$ cat src/rtl/instruction_decode_if.sv
`default_nettype none
// ============================================================================
//  Module      : instruction_decode_if
//  Description : Bundle between the fetch stage and the instruction decoder.
//                Fetch side drives the instruction word and its byte address;
//                the decoder returns the decoded fields and a redirect request.
//  Modports    : master - fetch / stimulus side (drives i_*, observes o_*)
//                slave  - decoder side (observes i_*, drives o_*)
//  Revision    : 1.0 - initial release
// ============================================================================
interface instruction_decode_if;
    logic [31:0] i_instruction;
    logic [15:0] i_process_counter;

    logic        o_en_jmp;
    logic [15:0] o_jmp_address;
    logic        o_valid;
    logic        o_illegal;
    logic [6:0]  o_opcode;
    logic [4:0]  o_rd;
    logic [4:0]  o_rs1;
    logic [4:0]  o_rs2;
    logic [2:0]  o_funct3;
    logic [6:0]  o_funct7;
    logic [31:0] o_imm;
    logic [15:0] o_pc;

    modport master (
        output i_instruction, i_process_counter,
        input  o_en_jmp, o_jmp_address, o_valid, o_illegal, o_opcode, o_rd,
               o_rs1, o_rs2, o_funct3, o_funct7, o_imm, o_pc
    );

    modport slave (
        input  i_instruction, i_process_counter,
        output o_en_jmp, o_jmp_address, o_valid, o_illegal, o_opcode, o_rd,
               o_rs1, o_rs2, o_funct3, o_funct7, o_imm, o_pc
    );
endinterface
`default_nettype wire

$ cat src/rtl/instruction_decode.sv
`default_nettype none
// ============================================================================
//  Module      : instruction_decode
//  Description : Single-cycle RV32I instruction decoder. Splits the fetched
//                word into raw fields, builds the sign-extended immediate,
//                flags illegal words and redirects fetch on JAL. After a
//                taken JAL the next FLUSH_CYCLES fetched words are dropped
//                because they were already in flight in the fetch stage.
//  Ports       : clk  - clock, rising edge
//                rst  - asynchronous reset, active low
//                bus  - instruction_decode_if.slave (fetch word/pc in,
//                       decoded fields, illegal flag and redirect out)
//  Parameters  : FLUSH_CYCLES - words discarded after a taken jump
//  Revision    : 1.0 - initial release
// ============================================================================
module instruction_decode #(
    parameter int FLUSH_CYCLES = 2
) (
    input  wire logic               clk,
    input  wire logic               rst,
    instruction_decode_if.slave     bus
);

    // A zero-length flush still needs a 1-bit counter to keep widths legal.
    localparam int CNT_W = (FLUSH_CYCLES > 0) ? $clog2(FLUSH_CYCLES + 1) : 1;
    localparam logic [CNT_W-1:0] c_flush_load = CNT_W'(FLUSH_CYCLES);
    localparam logic [CNT_W-1:0] c_cnt_one    = CNT_W'(1);

    localparam logic [6:0] c_op_lui    = 7'b0110111;
    localparam logic [6:0] c_op_auipc  = 7'b0010111;
    localparam logic [6:0] c_op_jal    = 7'b1101111;
    localparam logic [6:0] c_op_jalr   = 7'b1100111;
    localparam logic [6:0] c_op_branch = 7'b1100011;
    localparam logic [6:0] c_op_load   = 7'b0000011;
    localparam logic [6:0] c_op_store  = 7'b0100011;
    localparam logic [6:0] c_op_imm    = 7'b0010011;
    localparam logic [6:0] c_op_reg    = 7'b0110011;
    localparam logic [6:0] c_op_fence  = 7'b0001111;
    localparam logic [6:0] c_op_system = 7'b1110011;

    typedef enum logic [0:0] {
        S_RUN   = 1'b0,
        S_FLUSH = 1'b1
    } state_t;

    state_t           r_state;
    logic [CNT_W-1:0] r_cnt;

    logic        r_en_jmp;
    logic [15:0] r_jmp_address;
    logic        r_valid;
    logic        r_illegal;
    logic [6:0]  r_opcode;
    logic [4:0]  r_rd;
    logic [4:0]  r_rs1;
    logic [4:0]  r_rs2;
    logic [2:0]  r_funct3;
    logic [6:0]  r_funct7;
    logic [31:0] r_imm;
    logic [15:0] r_pc;

    // ------------------------------------------------------------------------
    // Combinational decode of the incoming word
    // ------------------------------------------------------------------------
    logic [31:0] w_ins;
    logic [6:0]  w_opcode;
    logic        w_known_op;
    logic [31:0] w_imm;
    logic [31:0] w_imm_j;
    logic [15:0] w_jal_target;
    logic        w_is_jal;
    logic        w_jal_ok;
    logic        w_jal_bad;
    logic        w_live;
    logic        w_illegal;

    assign w_ins    = bus.i_instruction;
    assign w_opcode = w_ins[6:0];
    assign w_imm_j  = {{11{w_ins[31]}}, w_ins[31], w_ins[19:12], w_ins[20],
                       w_ins[30:21], 1'b0};

    // Target is 16-bit wrap-around; immediate bits above 15 cannot matter.
    assign w_jal_target = bus.i_process_counter + w_imm_j[15:0];

    always_comb begin
        w_known_op = 1'b0;
        w_imm      = 32'h0;
        case (w_opcode)
            c_op_imm, c_op_load, c_op_jalr, c_op_system: begin
                w_known_op = 1'b1;
                w_imm      = {{20{w_ins[31]}}, w_ins[31:20]};
            end
            c_op_store: begin
                w_known_op = 1'b1;
                w_imm      = {{20{w_ins[31]}}, w_ins[31:25], w_ins[11:7]};
            end
            c_op_branch: begin
                w_known_op = 1'b1;
                w_imm      = {{19{w_ins[31]}}, w_ins[31], w_ins[7],
                              w_ins[30:25], w_ins[11:8], 1'b0};
            end
            c_op_lui, c_op_auipc: begin
                w_known_op = 1'b1;
                w_imm      = {w_ins[31:12], 12'h000};
            end
            c_op_jal: begin
                w_known_op = 1'b1;
                w_imm      = w_imm_j;
            end
            c_op_reg, c_op_fence: begin
                w_known_op = 1'b1;
                w_imm      = 32'h0;
            end
            default: begin
                w_known_op = 1'b0;
                w_imm      = 32'h0;
            end
        endcase
    end

    always_comb begin
        w_is_jal  = (w_opcode == c_op_jal);
        // bit[1] set means the target is not word aligned.
        w_jal_bad = w_is_jal && w_jal_target[1];
        w_jal_ok  = w_is_jal && !w_jal_target[1];
        // Every listed opcode ends in 2'b11, so a known opcode implies it.
        w_live    = (w_ins != 32'h0) && w_known_op && !w_jal_bad;
        w_illegal = (w_ins != 32'h0) && (!w_known_op || w_jal_bad);
    end

    // ------------------------------------------------------------------------
    // State machine and registered outputs
    // ------------------------------------------------------------------------
    always_ff @(posedge clk or negedge rst) begin
        if (!rst) begin
            r_state       <= S_RUN;
            r_cnt         <= '0;
            r_en_jmp      <= 1'b0;
            r_jmp_address <= 16'h0;
            r_valid       <= 1'b0;
            r_illegal     <= 1'b0;
            r_opcode      <= 7'h0;
            r_rd          <= 5'h0;
            r_rs1         <= 5'h0;
            r_rs2         <= 5'h0;
            r_funct3      <= 3'h0;
            r_funct7      <= 7'h0;
            r_imm         <= 32'h0;
            r_pc          <= 16'h0;
        end else begin
            // Bubble outputs unless a live word is decoded below.
            r_en_jmp      <= 1'b0;
            r_jmp_address <= 16'h0;
            r_valid       <= 1'b0;
            r_illegal     <= 1'b0;
            r_opcode      <= 7'h0;
            r_rd          <= 5'h0;
            r_rs1         <= 5'h0;
            r_rs2         <= 5'h0;
            r_funct3      <= 3'h0;
            r_funct7      <= 7'h0;
            r_imm         <= 32'h0;
            r_pc          <= 16'h0;

            case (r_state)
                S_RUN: begin
                    r_illegal <= w_illegal;
                    if (w_live) begin
                        r_valid  <= 1'b1;
                        r_opcode <= w_opcode;
                        r_rd     <= w_ins[11:7];
                        r_rs1    <= w_ins[19:15];
                        r_rs2    <= w_ins[24:20];
                        r_funct3 <= w_ins[14:12];
                        r_funct7 <= w_ins[31:25];
                        r_imm    <= w_imm;
                        r_pc     <= bus.i_process_counter;
                    end
                    // Only JAL redirects; branches and JALR are resolved later.
                    if (w_jal_ok) begin
                        r_en_jmp      <= 1'b1;
                        r_jmp_address <= w_jal_target;
                        if (FLUSH_CYCLES > 0) begin
                            r_state <= S_FLUSH;
                            r_cnt   <= c_flush_load;
                        end
                    end
                end

                S_FLUSH: begin
                    // Word on the bus is stale fetch; drop it.
                    if (r_cnt <= c_cnt_one) begin
                        r_state <= S_RUN;
                        r_cnt   <= '0;
                    end else begin
                        r_cnt <= r_cnt - c_cnt_one;
                    end
                end

                default: begin
                    r_state <= S_RUN;
                    r_cnt   <= '0;
                end
            endcase
        end
    end

    assign bus.o_en_jmp      = r_en_jmp;
    assign bus.o_jmp_address = r_jmp_address;
    assign bus.o_valid       = r_valid;
    assign bus.o_illegal     = r_illegal;
    assign bus.o_opcode      = r_opcode;
    assign bus.o_rd          = r_rd;
    assign bus.o_rs1         = r_rs1;
    assign bus.o_rs2         = r_rs2;
    assign bus.o_funct3      = r_funct3;
    assign bus.o_funct7      = r_funct7;
    assign bus.o_imm         = r_imm;
    assign bus.o_pc          = r_pc;

endmodule
`default_nettype wire

$ cat src/flat_wrapper.sv
// flat-port wrapper written by rule: the top's interface ports become plain ports
module instruction_decode_flat 
#(
    parameter int FLUSH_CYCLES = 2
)
  (clk, rst, bus_i_instruction, bus_i_process_counter, bus_o_en_jmp, bus_o_jmp_address, bus_o_valid, bus_o_illegal, bus_o_opcode, bus_o_rd, bus_o_rs1, bus_o_rs2, bus_o_funct3, bus_o_funct7, bus_o_imm, bus_o_pc);
  instruction_decode_if bus_i ();
  input  wire logic clk;
  input  wire logic rst;
  input wire logic [$bits(bus_i.i_instruction)-1:0] bus_i_instruction;
  input wire logic [$bits(bus_i.i_process_counter)-1:0] bus_i_process_counter;
  output wire logic [$bits(bus_i.o_en_jmp)-1:0] bus_o_en_jmp;
  output wire logic [$bits(bus_i.o_jmp_address)-1:0] bus_o_jmp_address;
  output wire logic [$bits(bus_i.o_valid)-1:0] bus_o_valid;
  output wire logic [$bits(bus_i.o_illegal)-1:0] bus_o_illegal;
  output wire logic [$bits(bus_i.o_opcode)-1:0] bus_o_opcode;
  output wire logic [$bits(bus_i.o_rd)-1:0] bus_o_rd;
  output wire logic [$bits(bus_i.o_rs1)-1:0] bus_o_rs1;
  output wire logic [$bits(bus_i.o_rs2)-1:0] bus_o_rs2;
  output wire logic [$bits(bus_i.o_funct3)-1:0] bus_o_funct3;
  output wire logic [$bits(bus_i.o_funct7)-1:0] bus_o_funct7;
  output wire logic [$bits(bus_i.o_imm)-1:0] bus_o_imm;
  output wire logic [$bits(bus_i.o_pc)-1:0] bus_o_pc;
  assign bus_i.i_instruction = bus_i_instruction;
  assign bus_i.i_process_counter = bus_i_process_counter;
  assign bus_o_en_jmp = bus_i.o_en_jmp;
  assign bus_o_jmp_address = bus_i.o_jmp_address;
  assign bus_o_valid = bus_i.o_valid;
  assign bus_o_illegal = bus_i.o_illegal;
  assign bus_o_opcode = bus_i.o_opcode;
  assign bus_o_rd = bus_i.o_rd;
  assign bus_o_rs1 = bus_i.o_rs1;
  assign bus_o_rs2 = bus_i.o_rs2;
  assign bus_o_funct3 = bus_i.o_funct3;
  assign bus_o_funct7 = bus_i.o_funct7;
  assign bus_o_imm = bus_i.o_imm;
  assign bus_o_pc = bus_i.o_pc;
  instruction_decode #(.FLUSH_CYCLES(FLUSH_CYCLES)) u_core (.clk(clk), .rst(rst), .bus(bus_i));
endmodule
$ cat config.mk
export PLATFORM = sky130hd
export DESIGN_NAME = instruction_decode_flat
export DESIGN_NICKNAME = d
export VERILOG_FILES = /design/src/rtl/instruction_decode_if.sv /design/src/rtl/instruction_decode.sv /design/src/flat_wrapper.sv
export SDC_FILE = /design/constraint.sdc
export NUM_CORES = 1
export LEC_CHECK = 0
export CAP_MARGIN = 0
export CORE_UTILIZATION = 41
export DETAILED_ROUTE_END_ITERATION = 16
export PLACE_DENSITY = 0.73
export SLEW_MARGIN = 20
export SYNTH_ARGS = -nofsm -noshare
export SYNTH_HDL_FRONTEND = slang
export SYNTH_SLANG_ARGS = --single-unit
$ cat constraint.sdc
create_clock -name clk -period 2.55 [get_ports clk]
set_input_delay 0.6375 -clock clk [delete_from_list [all_inputs] [get_ports clk]]
set_output_delay 0.6375 -clock clk [all_outputs]
set_load 0.05 [all_outputs]
==> results of run 1 <==
-- cell families (layout without fill, tap and decap cells) --
logic type                 after synthesis  after routing
AOI/OAI and AO/OA                       80             80
muxes                                    3              3
adders and majority gates               15             15
DFF                                    102            102
other                                    1              1
and+or+nand+nor                        164            164
xor gates and xnor gates                 5              5
buffers and inverters                   31            265
-- per-stage QoR --
step / power (mW) / setup WS, ns / instance area, um^2
global route: 3.40 / -0.0473 / 6970
finish: 3.26 / 0.0173 / 6970
global placement: 2.32 / -0.264 / 6760
floorplan: 1.97 / 0.351 / 4480
detailed placement: 2.33 / -0.354 / 6760
CTS: 3.27 / 0.0230 / 6940
-- area by class of cell --
class	count	area share [%]
clock inverter	6	0.646
clock buffer	10	1.97
sequential	102	36.6
tap	136	2.44
timing repair buffer	236	32.0
inverter	13	0.700
multi-input combinational	268	25.6
-- power breakdown --
part | internal (mW) | total, mW | leakage, nW | switching [mW]
Clock | 0.387 | 0.955 | 0.0853 | 0.567
Combinational | 0.300 | 0.655 | 1.83 | 0.356
Sequential | 1.64 | 1.65 | 1.41 | 0.00963
Total | 2.33 | 3.26 | 3.32 | 0.933
-- synth_stat cells, types with 4 or more instances --
cell	n	area [um^2]
inv_1	12	45.0
a22oi_1	4	30.0
or3_1	4	25.0
ha_1	14	175
nand3_1	8	40.0
nor3_1	15	75.1
o21a_1	5	37.5
dfrtp_1	102	2550
and3_1	47	294
nor2_1	25	93.8
clkbuf_1	10	37.5
nand4_1	4	25.0
buf_4	4	30.0
o21ai_0	11	55.1
nor4_1	9	56.3
a21o_1	6	45.0
nand2_1	30	113
a21boi_0	10	75.1
a21oi_1	22	110
-- worst register-to-register path: stages, from the launching register on --
cell	delay [ns]
dfrtp_1	0.43
inv_1	0.14
o21a_1	0.29
o211ai_2	0.15
buf_12	0.17
a21oi_1	0.15
-- registers in the layout, indices dropped and copies added, names as in the netlist --
signal	cells
u_core.bus.o_en_jmp	1
u_core.bus.o_funct3	3
u_core.bus.o_funct7	7
u_core.bus.o_illegal	1
u_core.bus.o_imm	32
u_core.bus.o_jmp_address	16
u_core.bus.o_opcode	7
u_core.bus.o_pc	16
u_core.bus.o_rd	5
u_core.bus.o_rs1	5
u_core.bus.o_rs2	5
u_core.bus.o_valid	1
u_core.r_cnt	2
u_core.r_state	1
-- what timing repair did --
action                     4_1_cts  5_1_grt
gates resized for setup          0        7
buffers inserted                 0        2
setup endpoints to repair        0       14
-- worst paths after layout --
| path | start | to | slack [ns] | cells after the start |
|---|---|---|---|---|
| worst max-delay path | bus_i_process_counter[1] | u_core.bus.o_jmp_address[11] | 0.02 | 10 |
| worst min-delay path | rst | u_core.bus.o_pc[10] | 0.29 | 1 |
| worst max register to register | u_core.r_state | u_core.bus.o_imm[14] | 1.15 | 5 |
| worst min register to register | u_core.r_cnt[1] | u_core.r_state | 0.52 | 2 |
| max in group asynchronous | rst | u_core.bus.o_funct7[4] | 1.56 | 2 |
| min in group clk | u_core.r_cnt[1] | u_core.r_state | 0.52 | 2 |
-- routing by layer --
layer / track usage [%] / wire (um)
met5: 0 / 0
met4: 8.71 / 229
met3: 5.46 / 830
met2: 40.7 / 6660
met1: 32.5 / 5930
==> flow_summary.ini, run 1 <==
[status]
outcome = complete, no violations

[timing]
timing.slew.headroom_pct = 58.8
fin_setup_tns_ns = 0
fin_worst_skew_ns = 0.00667
hold_slack_ns = 0.292
fmax_mhz = 395
hold_viol_final = 0
period_share_pct = 99.3
finalMaxSlewViolations = 0
tightest_slew_ns = 0.618
setup_viol = 0
min_period_ns = 2.53

[route]
viasPerCell = 5.21
ant_nets = 0
drt-wirelength-per-cell_um = 17.7
drc = 0
routed_wl_mm = 13.6
num_vias = 4014
drt_iter0_drc = 196
dr.pass1.iters = 4

[synthesis]
synth_cell_types = 60
synth-compound-area-share_pct = 12.7
synth_warnings = 0
synthAdderAreaFrac_pct = 4.36
synth-simple-area-share_pct = 20.8
syn_nets = 466
synth_xor_area_share_pct = 0.978
syn_inst = 401
synthMuxAreaShare_pct = 0.699
syn-cell-area_um2 = 4480
ys_seq_area_share_pct = 57.0
async_reset_ff_share_pct = 100
synth_seq_cells = 102
syn-mean-instance-area_um2 = 11.2
synth_edf_count = 0
synth_top_family_by_area = simple AND/OR/NAND/NOR gates
ys.flop_type = dfrtp_1

[global_routing]
grt_max_degree = 50
antenna_found_initial = 0
grt_pass1_wl_mm = 21.3
grt_usage_pct = 24.8
grt_pass1_vias = 3998
grt_overflow = 0

[power_and_ir_drop]
p_leak_nw = 3.32
vdd_drop_max_mv = 0.260
powerDensity_nw_per_um2 = 468

[die]
die_w_um = 106
fp.dieH_um = 106
core_area_um2 = 10500
rows = 37
io_pins = 149
die_area_um2 = 11300
start_util_pct = 42.8

[setup_path]
slowest_stage = clkdlybuf4s50_1
path_max_fanout = 4
worstSetupStartpointType = input port
worst-path-buf-inv = 3
cp.arrival_ns = 2.78
crit_type = input port to flop
max_stage_delay_ns = 0.48
cp_cell_sequence = clkdlybuf4s50_1, ha_2, inv_1, fa_1, nor2b_2, o31a_1, buf_4, o211ai_1, a21oi_1, nor3b_2
critPathCaptureType = flop
critPathTopFamily = buffers and inverters
required_ns = 2.80

[finish]
fin_cells = 771
nFillCells = 849
fin_util_pct = 66.7
final_cell_mix = clkdlybuf4s50_1 (146), dfrtp_1 (102), buf_4 (81)
drive_above_1_share_pct = 20.2
antenna-diode-count = 0
final_common_cell = clkdlybuf4s50_1
multi_input_area_um2 = 1790
area_growth_pct = 55.8
seqCellArea_um2 = 2550
fin_nets = 695

[cts]
cts_sinks = 102
cts_tree = built
cts.reportedPaths.clkPinSlew_ns = 0.10
cts_buffers = 9
cts_buffer_depth = 2
cts.htree.levels = 3
ctsHoldBuffers = 0
root_buffer = clkbuf_8
clk_latency_ns = 0.35

[placement]
place_congestion = 0.845
placed_cells = 753
dp_hpwl_mm = 10.3
numPortBuffers = 148

[hold_path]
worstHoldPathType = input port to asynchronous set/reset pin

[run]
drv_cap = 0
Power figures use the tool's default switching activity.
==> run 2, diff against run 1 <==
--- a/config.mk
+++ b/config.mk
@@ -7,6 +7,7 @@
 export LEC_CHECK = 0
 export CAP_MARGIN = 0
 export CORE_UTILIZATION = 41
+export CTS_CLUSTER_SIZE = 12
 export DETAILED_ROUTE_END_ITERATION = 16
 export PLACE_DENSITY = 0.73
 export SLEW_MARGIN = 20
==> results of run 2 <==
The final DEF is identical to that of run 1; final timing and power are the same.
==> edit (flow settings as in run 1) <==
`FLUSH_CYCLES` is set to 2 in 2 places; all go to 1.
--- a/src/rtl/instruction_decode.sv
+++ b/src/rtl/instruction_decode.sv
@@ -16,3 +16,3 @@
 module instruction_decode #(
-    parameter int FLUSH_CYCLES = 2
+    parameter int FLUSH_CYCLES = 1
 ) (
--- a/src/flat_wrapper.sv
+++ b/src/flat_wrapper.sv
@@ -3,3 +3,3 @@
 #(
-    parameter int FLUSH_CYCLES = 2
+    parameter int FLUSH_CYCLES = 1
 )
Formal check against the unedited RTL: not equivalent (a bounded check fails within 4 cycles, from zero or initial values and one cycle with rst low).
==> edit against run 1 <==
  * Wire length decreased by 11%
  * Power decreased by 2.3%
  * Critical path depth fell by 1
  * Via count decreased by 6.6%
  * Design area fell by 6.7%
  * Critical path type unchanged
  * Setup slack better by 0.13 ns
  * Synthesized area is 3.7% lower
  * Sequential cell count decreased by 3
  * Cell count decreased by 4.0%
==> edit: results (changes against run 1) <==
| Item | Value | Unit | Change |
| --- | --- | --- | --- |
| Outcome | complete, no violations | - | unchanged |
| Worst clock skew on the final layout | 0.005801 | ns | was 0.006667 ns |
| Multiplexer area fraction after synthesis | 0 | % | was 0.6989% |
| Worst reg2reg path depth | 4 | - | was 5 |
| Post-Route Utilization | 63.31 | % | was 66.66% |
| Sequential cell count | 99 | - | was 102 |
| Number of nets in the final layout | 664 | - | was 695 |
| M1 GR Usage | 31.08 | % | was 32.52% |
| Post-synthesis adder-cell area fraction | 4.530 | % | was 4.361% |
| Via count | 3748 | - | was 4014 |
| Worst EP arrival | 2.68 | ns | was 2.78 ns |
| Detailed Route Iter0 Violations | 182 | - | was 196 |
| Area fraction in compound gates after synthesis | 11.35 | % | was 12.72% |
| Number of different library cells in the post-synthesis netlist | 52 | - | was 60 |
| Crit path launch | bus_i_instruction[21] | - | was bus_i_process_counter[1] |
| R2r setup slk | 0.95 | ns | was 1.15 ns |
| Count of multi-input gates | 265 | - | was 268 |
| Clk tree area frac | 2.865 | % | was 2.619% |
| Count of placed standard cells including taps | 724 | - | was 753 |
| Worst max-slew margin expressed relative to the limit | 61.49 | % | was 58.79% |
| Highest net fanout along the worst path | 2 | - | was 4 |
| Average instance area after synthesis | 10.94 | um2 | was 11.16 um2 |
| Met1 routed wirelength after detailed routing | 5.306 | mm | was 5.928 mm |
| Non-clock buffer instance count of the final layout | 212 | - | was 236 |
| Static leakage | 2.985 | nW | was 3.320 nW |
| Multi-input logic portion of the cell area | 25.37 | % | was 25.62% |
| Seq/Total Area, Yosys | 57.49 | % | was 57.03% |
| Share of layout cells above drive strength 1 | 15.23 | % | was 20.16% |
| Overall global routing resource usage | 23.33 | % | was 24.84% |
| Largest cells by area after synthesis | sky130_fd_sc_hd__dfrtp_1 (57%), sky130_fd_sc_hd__and2_1 (6.7%), sky130_fd_sc_hd__ha_1 (4.1%) | - | was sky130_fd_sc_hd__dfrtp_1 (57%), sky130_fd_sc_hd__and3_1 (6.6%), sky130_fd_sc_hd__ha_1 (3.9%) |
| Layout inverter count without the clock tree | 12 | - | was 13 |
| Reg-to-reg critical path endpoint | u_core.bus.o_imm[5]$_DFF_PN0_ | - | was u_core.bus.o_imm[14]$_DFF_PN0_ |
| Portion of the clock cycle consumed by the worst path in the final layout | 94.25 | % | was 99.32% |
| GR met2 Demand/Resource | 36.14 | % | was 40.68% |
==> edit: changes by cell type in the layout (fill, tap and decap cells not counted), moves of 3 or more <==
cell,run 1,this run
sky130_fd_sc_hd__and3_1,47,11
sky130_fd_sc_hd__a21oi_1,22,34
sky130_fd_sc_hd__buf_4,81,64
sky130_fd_sc_hd__a21boi_0,10,4
sky130_fd_sc_hd__nand2_1,29,33
sky130_fd_sc_hd__nor2_1,25,21
sky130_fd_sc_hd__buf_12,7,1
sky130_fd_sc_hd__nor3_1,15,12
sky130_fd_sc_hd__nand4_1,4,7
sky130_fd_sc_hd__and2_1,3,46
sky130_fd_sc_hd__dfrtp_1,102,99
==> edit: where the power goes <==
group          total (mW)  switching (mW)  internal [mW]
combinational       0.625           0.347          0.278
sequential           1.60         0.00676           1.59
clock               0.964           0.569          0.395
total                3.19           0.922           2.27
